===== src/rtl/if_stage_fetch.sv =====
// Instruction-fetch stage: owns the PC, drives a variable-latency instruction
// memory, applies execute-stage redirects and feeds decode through a registered
// IF/ID output backed by a one-entry skid buffer.
module if_stage_fetch #(
  parameter int unsigned        ADDR_W   = 32,
  parameter int unsigned        INSTR_W  = 32,
  parameter logic [ADDR_W-1:0]  RESET_PC = '0
) (
  input  logic               clk,
  input  logic               rst,
  input  logic               freeze,
  input  logic               branch_taken,
  input  logic [ADDR_W-1:0]  branch_address,
  output logic               imem_req,
  output logic [ADDR_W-1:0]  imem_addr,
  input  logic               imem_ready,
  input  logic [INSTR_W-1:0] imem_rdata,
  output logic [ADDR_W-1:0]  PC,
  output logic [INSTR_W-1:0] Instruction,
  output logic               valid
);

  // REQ: a fetch is outstanding. STALL: skid is full, no request issued.
  localparam logic [0:0] StReq   = 1'b0;
  localparam logic [0:0] StStall = 1'b1;

  localparam logic [ADDR_W-1:0] AddrStep = ADDR_W'(4);

  logic [0:0]         state_q, state_d;
  logic [ADDR_W-1:0]  req_addr_q, req_addr_d;
  logic               kill_q, kill_d;
  logic [ADDR_W-1:0]  kill_target_q, kill_target_d;
  logic [INSTR_W-1:0] skid_instr_q, skid_instr_d;
  logic [ADDR_W-1:0]  skid_addr_q, skid_addr_d;
  logic [INSTR_W-1:0] instr_q, instr_d;
  logic [ADDR_W-1:0]  pc_q, pc_d;
  logic               valid_q, valid_d;

  logic               accept;
  logic               load_mem;
  logic               load_skid;

  // Decode can take a new word unless it is frozen on a live instruction.
  assign accept = !freeze || !valid_q;

  // Request is held low during reset so nothing is issued before the PC is sane.
  assign imem_req    = rst && (state_q == StReq);
  assign imem_addr   = req_addr_q;
  assign PC          = pc_q;
  assign Instruction = instr_q;
  assign valid       = valid_q;

  // Fetch control: request address, kill bookkeeping, skid capture and state.
  always_comb begin
    state_d       = state_q;
    req_addr_d    = req_addr_q;
    kill_d        = kill_q;
    kill_target_d = kill_target_q;
    skid_instr_d  = skid_instr_q;
    skid_addr_d   = skid_addr_q;
    load_mem      = 1'b0;
    load_skid     = 1'b0;

    unique case (state_q)
      StReq: begin
        if (imem_ready) begin
          if (branch_taken || kill_q) begin
            // Returned word belongs to the wrong path; redirect, newest branch wins.
            req_addr_d = branch_taken ? branch_address : kill_target_q;
            kill_d     = 1'b0;
          end else if (accept) begin
            load_mem   = 1'b1;
            req_addr_d = req_addr_q + AddrStep;
          end else begin
            // Decode is frozen on a live word: park this one in the skid.
            skid_instr_d = imem_rdata;
            skid_addr_d  = req_addr_q;
            req_addr_d   = req_addr_q + AddrStep;
            state_d      = StStall;
          end
        end else if (branch_taken) begin
          // Address must stay stable until ready, so remember the redirect.
          kill_d        = 1'b1;
          kill_target_d = branch_address;
        end
      end
      StStall: begin
        if (branch_taken) begin
          req_addr_d = branch_address;
          state_d    = StReq;
        end else if (!freeze) begin
          load_skid = 1'b1;
          state_d   = StReq;
        end
      end
      default: begin
        state_d = StReq;
      end
    endcase
  end

  // IF/ID output register: branch flush beats freeze hold beats new load.
  always_comb begin
    instr_d = instr_q;
    pc_d    = pc_q;
    valid_d = valid_q;

    if (branch_taken) begin
      valid_d = 1'b0;
      instr_d = '0;
    end else if (freeze && valid_q) begin
      valid_d = 1'b1;
    end else if (load_mem) begin
      instr_d = imem_rdata;
      pc_d    = req_addr_q + AddrStep;
      valid_d = 1'b1;
    end else if (load_skid) begin
      instr_d = skid_instr_q;
      pc_d    = skid_addr_q + AddrStep;
      valid_d = 1'b1;
    end else begin
      valid_d = 1'b0;
    end
  end

  // Fetch-side state.
  always_ff @(posedge clk or negedge rst) begin
    if (!rst) begin
      state_q       <= StReq;
      req_addr_q    <= RESET_PC;
      kill_q        <= 1'b0;
      kill_target_q <= '0;
      skid_instr_q  <= '0;
      skid_addr_q   <= '0;
    end else begin
      state_q       <= state_d;
      req_addr_q    <= req_addr_d;
      kill_q        <= kill_d;
      kill_target_q <= kill_target_d;
      skid_instr_q  <= skid_instr_d;
      skid_addr_q   <= skid_addr_d;
    end
  end

  // IF/ID pipeline register.
  always_ff @(posedge clk or negedge rst) begin
    if (!rst) begin
      instr_q <= '0;
      pc_q    <= '0;
      valid_q <= 1'b0;
    end else begin
      instr_q <= instr_d;
      pc_q    <= pc_d;
      valid_q <= valid_d;
    end
  end

  // Memory protocol: the request address may not move while a fetch is waiting.
  a_addr_stable: assert property (@(posedge clk) disable iff (!rst)
    (imem_req && !imem_ready) |=> (imem_addr == $past(imem_addr)));

  // The skid only fills behind a live output word.
  a_stall_valid: assert property (@(posedge clk) disable iff (!rst)
    (state_q == StStall) |-> valid_q);

endmodule


===== config.mk =====
export PLATFORM = sky130hd
export DESIGN_NAME = if_stage_fetch
export DESIGN_NICKNAME = d
export VERILOG_FILES = /design/src/rtl/if_stage_fetch.sv
export SDC_FILE = /design/constraint.sdc
export NUM_CORES = 1
export LEC_CHECK = 0
export CAP_MARGIN = 20
export CORE_MARGIN = 2
export CORE_UTILIZATION = 58
export CTS_CLUSTER_DIAMETER = 40
export DETAILED_ROUTE_END_ITERATION = 10
export PLACE_DENSITY = 0.86
export SLEW_MARGIN = 15
export SYNTH_ARGS = -nofsm -noshare
export SYNTH_HDL_FRONTEND = slang
export SYNTH_SLANG_ARGS = --single-unit

===== constraint.sdc =====
create_clock -name clk -period 4.47 [get_ports clk]
set_input_delay 1.1175 -clock clk [delete_from_list [all_inputs] [get_ports clk]]
set_output_delay 1.1175 -clock clk [all_outputs]
set_load 0.005 [all_outputs]

Word-level counts from Yosys, hierarchy flattened
Index checks and enable logic that the tools add are counted.
{"block": "word_totals", "reg_bits": 195, "ramBits": 0, "mem_bits_ro": 0, "memories": 0, "wordCells": 67, "input_bits": 69, "latch_bits": 0}
{"block": "op_classes", "div": 0, "muxes": 31, "magnitude_cmp": 0, "bitwise": 6, "addsub": 2, "shift": 0, "mul": 0, "n_reduce_logical": 15, "eq_ne": 4}
{"operator": "32-bit 2-to-1 mux", "count": 10}
{"operator": "32-bit by 3-bit adder with 32-bit output, second input constant", "count": 2}
{"operator": "32-bit case mux with 2 select lines", "count": 1}
{"operator": "1-bit 2-to-1 mux", "count": 19}
{"operator": "2-bit != test, second input constant", "count": 3}
{"operator": "1-bit inverter", "count": 6}
{"operator": "2-bit AND reduction", "count": 3}
{"operator": "3-bit AND reduction", "count": 2}
{"operator": "4-bit AND reduction", "count": 1}
{"operator": "2-bit nonzero test", "count": 2}
{"operator": "3-bit nonzero test", "count": 1}
{"operator": "1-bit logical AND", "count": 2}
{"operator": "1-bit logical NOT", "count": 2}
{"operator": "1-bit logical OR", "count": 2}
{"operator": "2-bit by 1-bit != test with 1-bit output, second input constant", "count": 1}
{"operator": "1-bit case mux with 2 select lines", "count": 1}

Logic depth before layout (Yosys ltp)
{"block": "depth", "depth_word": 9, "ltp_mapped": 8, "mapped_depth_nobuf": 6}

Worst setup path after synthesis
Ideal clock, no wire load.
{"block": "synth_path", "kind": "input to register", "from": "input port branch_taken", "to": "register kill_target_q[0]", "n_path_buf": 2, "required_ns": 4.345, "arrival_ns": 2.528, "slack_ns": 1.817, "path_stages": 4, "cell_sequence": "clkbuf_1 -> nor3b_1 -> clkbuf_1 -> mux2_2"}
{"block": "synth_between", "elab_chain_cells": 1}
{"item": "start: declaration", "line_no": "12", "rtl": "input logic branch_taken,"}
{"item": "32-bit 2-to-1 mux"}
{"item": "end signal: assignment", "line_no": "139", "rtl": "kill_target_q <= kill_target_d;"}
{"item": "end: declaration", "line_no": "32", "rtl": "logic [ADDR_W-1:0] kill_target_q, kill_target_d;"}
Every way passes these cells.
A chain may end at the register's enable or synchronous reset.

Worst setup path after layout
{"block": "layout_path", "from": "input port rst", "to": "output port imem_req"}
{"block": "layout_between", "elab_chain_cells": 1}
{"item": "start: declaration", "line_no": "10", "rtl": "input logic rst,"}
{"item": "1-bit logical AND", "line_no": "47", "rtl": "assign imem_req = rst && (state_q == StReq);"}
{"item": "end: declaration", "line_no": "14", "rtl": "output logic imem_req,"}
Every way passes these cells.

==> qor.csv <==
stage;metric;value;unit
pwr;Sw Share;29.2;%
pwr;worst vdd rail ir drop;0.314;mV
synthesis;Synth area leader;dfrtp_1;
global_routing;pin count of the biggest net entering global routing;82;
global_routing;vias in the first global route;7913;
timing;final hold vios;0;
timing;setup ws final;1.08;ns
die;chip width;135;um
global_routing;initial antenna violation count;0;
synthesis;most common cell in the synthesized netlist;dfrtp_1;
synthesis;Post-Syn Instances;1015;
run_status;status;completed;
global_routing;total gr overflow;0;
critical_path;crit path max fanout;49;
pwr;Int Power;3.54;mW
clock_network;Clock Sinks;195;
critical_path;crit path capture type;output pin;
cells_and_area;area delta synth->final;23.9;%
route;Initial DRC Count;1026;
die;die height;135;um
die;Starting Density;58.7;%
timing;Worst Tran Pin Value;0.963;ns
clock_network;Post-CTS Setup Bufs;0;
clock_network;CTS H-tree lvls;4;
pwr;Leak;5.05;nW
cells_and_area;final core occ;72.7;%
timing;setup-violating endpoint count in the final report;0;
pwr;part of the power in registers;48.0;%
critical_path;beginning of the critical path;rst;
timing;Slew headroom;35.2;%
pwr;clock share of power;29.9;%
cells_and_area;layout cell share with drive strength beyond 1;13.8;%
timing;minimum clock period;3.39;ns
die;# rows;48;
route;Pre-antenna DRT Iters;6;
synthesis;Synth async-reset ratio;100;%
global_routing;GRT met2 Usage;44.0;%
pwr;Comb power frac;22.1;%
clock_network;Clk Latency, worst-skew pair;0.43;ns
placement;port bufs;166;
timing;total negative setup slack;0;ns
cells_and_area;nets;1214;
placement;Post-Place Cells;1348;
critical_path;R2R Path Start;imem_addr[2];
critical_path;CP Cell Sequence;clkbuf_8 > nor2b_1 > clkdlybuf4s50_1;
route;DRC violations left;0;
job;Max Cap Viol;0;
clock_network;CTS tree;yes;
synthesis;#FFs+latches synth;195;
critical_path;Crit Path Class;in2out;
synthesis;Cell variety after synth;60;
global_routing;GRT Max-Usage Layer;met2;
route;Post-Route WL;26.0;mm
cells_and_area;Inserted Diodes;0;
pwr;power per standard cell area;404;nW/um2
synthesis;YS warnings;0;
critical_path;Slowest-stage cell, CP;clkdlybuf4s50_1;
route;DR WL/cell;18.8;um
placement;HPWL after DPL;17.6;mm
die;Die ar.;18300;um2
timing;Final Skew;0.00689;ns
pwr;switching pwr;1.46;mW
synthesis;commonest cells in the netlist;dfrtp_1, nand2_1, mux2_2, o21ai_0, a21oi_1;
critical_path;Worst Setup Start Kind;primary input;
global_routing;routing usage on met3;5.65;%
timing;RSZ-0062 raised after global routing;false;
timing;max-slew violations;0;
synthesis;Synth top area share;48.8;%
synthesis;Primary FF master, synth;dfrtp_1;
global_routing;first-pass GRT wire length;41.1;mm
timing;fmax;295;MHz
die;number of I/O pins;167;
critical_path;max incr delay on CP;0.52;ns
clock_network;CTS clk-pin slew, worst paths;0.07;ns
worst_hold_path;min-delay src;kill_target_q[10];
clock_network;CTS buffer count;17;
cells_and_area;Cell Count, Final, Fillers Out;1381;
clock_network;post-CTS sizing;0;
route;via count;8535;
synthesis;Synth Net Count;1086;
synthesis;Post-Syn Area;10000;um2
placement;final RePlAce weighted congestion;0.902;
synthesis;Mean Syn Cell Area;9.86;um2
synthesis;sequential element share of the synthesized area;48.8;%
clock_network;Root Buffer;clkbuf_16;
clock_network;CTS hold repair buffers;0;
synthesis;Post-synth EDFFs;0;
synthesis;dominant cells by area after synthesis;dfrtp_1, mux2_2, o21ai_0, nand2_1, a21oi_1;
worst_hold_path;Worst Hold Class;reg2reg;
route;via/cell ratio;6.18;
critical_path;Worst EP required;3.35;ns
critical_path;Worst EP arrival;2.28;ns
placement;setup slack at placement;1.06;ns
clock_network;clock tree buffer depth;2;
global_routing;total track usage;28.5;%
route;Post-DRT Antenna Nets;0;
die;Core Footprint;17100;um2
global_routing;M1 GR Usage;40.8;%
timing;fin crit share;75.9;%
[through the flow]
| step | instance area, um2 | hold WS [ns] | power, mW |
|---|---|---|---|
| detailed placement | 11800 | 0.487 | 3.51 |
| finish | 12400 | 0.499 | 5.00 |
| CTS | 12400 | 0.502 | 5.01 |
| global placement | 11800 | 0.480 | 3.46 |
| global route | 12400 | 0.512 | 5.22 |
| floorplan | 10000 | 0.472 | 2.90 |
[flip-flops by register name (all words and copies together), names as in the netlist]
signal	flops
Instruction	32
PC	32
imem_addr	32
kill_q	1
kill_target_q	32
skid_addr_q	32
skid_instr_q	32
state_q	1
valid	1
[power by group through the flow]
stage	sequential (mW)	combinational, mW	clock, mW
floorplan	2.32	0.586	0
global placement	2.40	1.06	0
detailed placement	2.42	1.10	0
CTS	2.39	1.11	1.52
global route	2.44	1.20	1.58
finish	2.40	1.11	1.50
[critical path: cells and delay by family]
family | cells | cell delay (ns)
buffers and inverters | 2 | 0.87
AND/OR/NAND/NOR | 1 | 0.23
[per-layer routing]
| layer | wire [um] | vias to the layer above |
|---|---|---|
| met1 | 11300 | 4107 |
| met2 | 11900 | 459 |
| met4 | 590 | 0 |
| li1 | - | 3913 |
| met3 | 2230 | 56 |
| met5 | 0 | - |
[path summary, 6_finish.rpt]
kind / to / slack [ns] / depth (start not counted)
max: imem_req / 1.08 / 3
min: kill_target_q[10] / 0.50 / 1
max reg2reg: PC[24] / 1.55 / 6
min reg2reg: kill_target_q[10] / 0.50 / 1
max in group asynchronous: Instruction[28] / 2.55 / 2
min in group asynchronous: Instruction[22] / 0.62 / 1
[cell usage in the layout (no fill, tap or decap), types with 18 or more instances in the layout]
cell / synthesis / layout
a21oi_1: 77 / 77
clkdlybuf4s50_1: 0 / 164
dfrtp_1: 195 / 195
inv_1: 18 / 18
mux2_2: 91 / 91
nand2_1: 110 / 110
nand3_1: 31 / 31
nand4_1: 19 / 19
nor2_1: 58 / 57
nor3b_1: 37 / 34
o21ai_0: 91 / 91
xnor2_1: 28 / 28
[kinds of logic after synthesis]
group | after synthesis | synth area share, %
flip-flops | 195 | 48.8
AO/OA/AOI/OAI | 260 | 15.8
adder cells (fa/ha/maj) | 2 | 0.250
XOR/XNOR | 40 | 3.50
buffers and inverters | 93 | 3.80
AND/OR/NAND/NOR | 332 | 17.4
multiplexers | 93 | 10.4
[cell type report]
type,count,area [um2]
clock buffer,19,433
tap,225,282
timing repair buffer,184,1830
multi-input combinational,727,4770
sequential,195,4880
fill,1279,4660
inverter,18,67.6
clock inverter,13,136
Power figures use the tool's default switching activity.
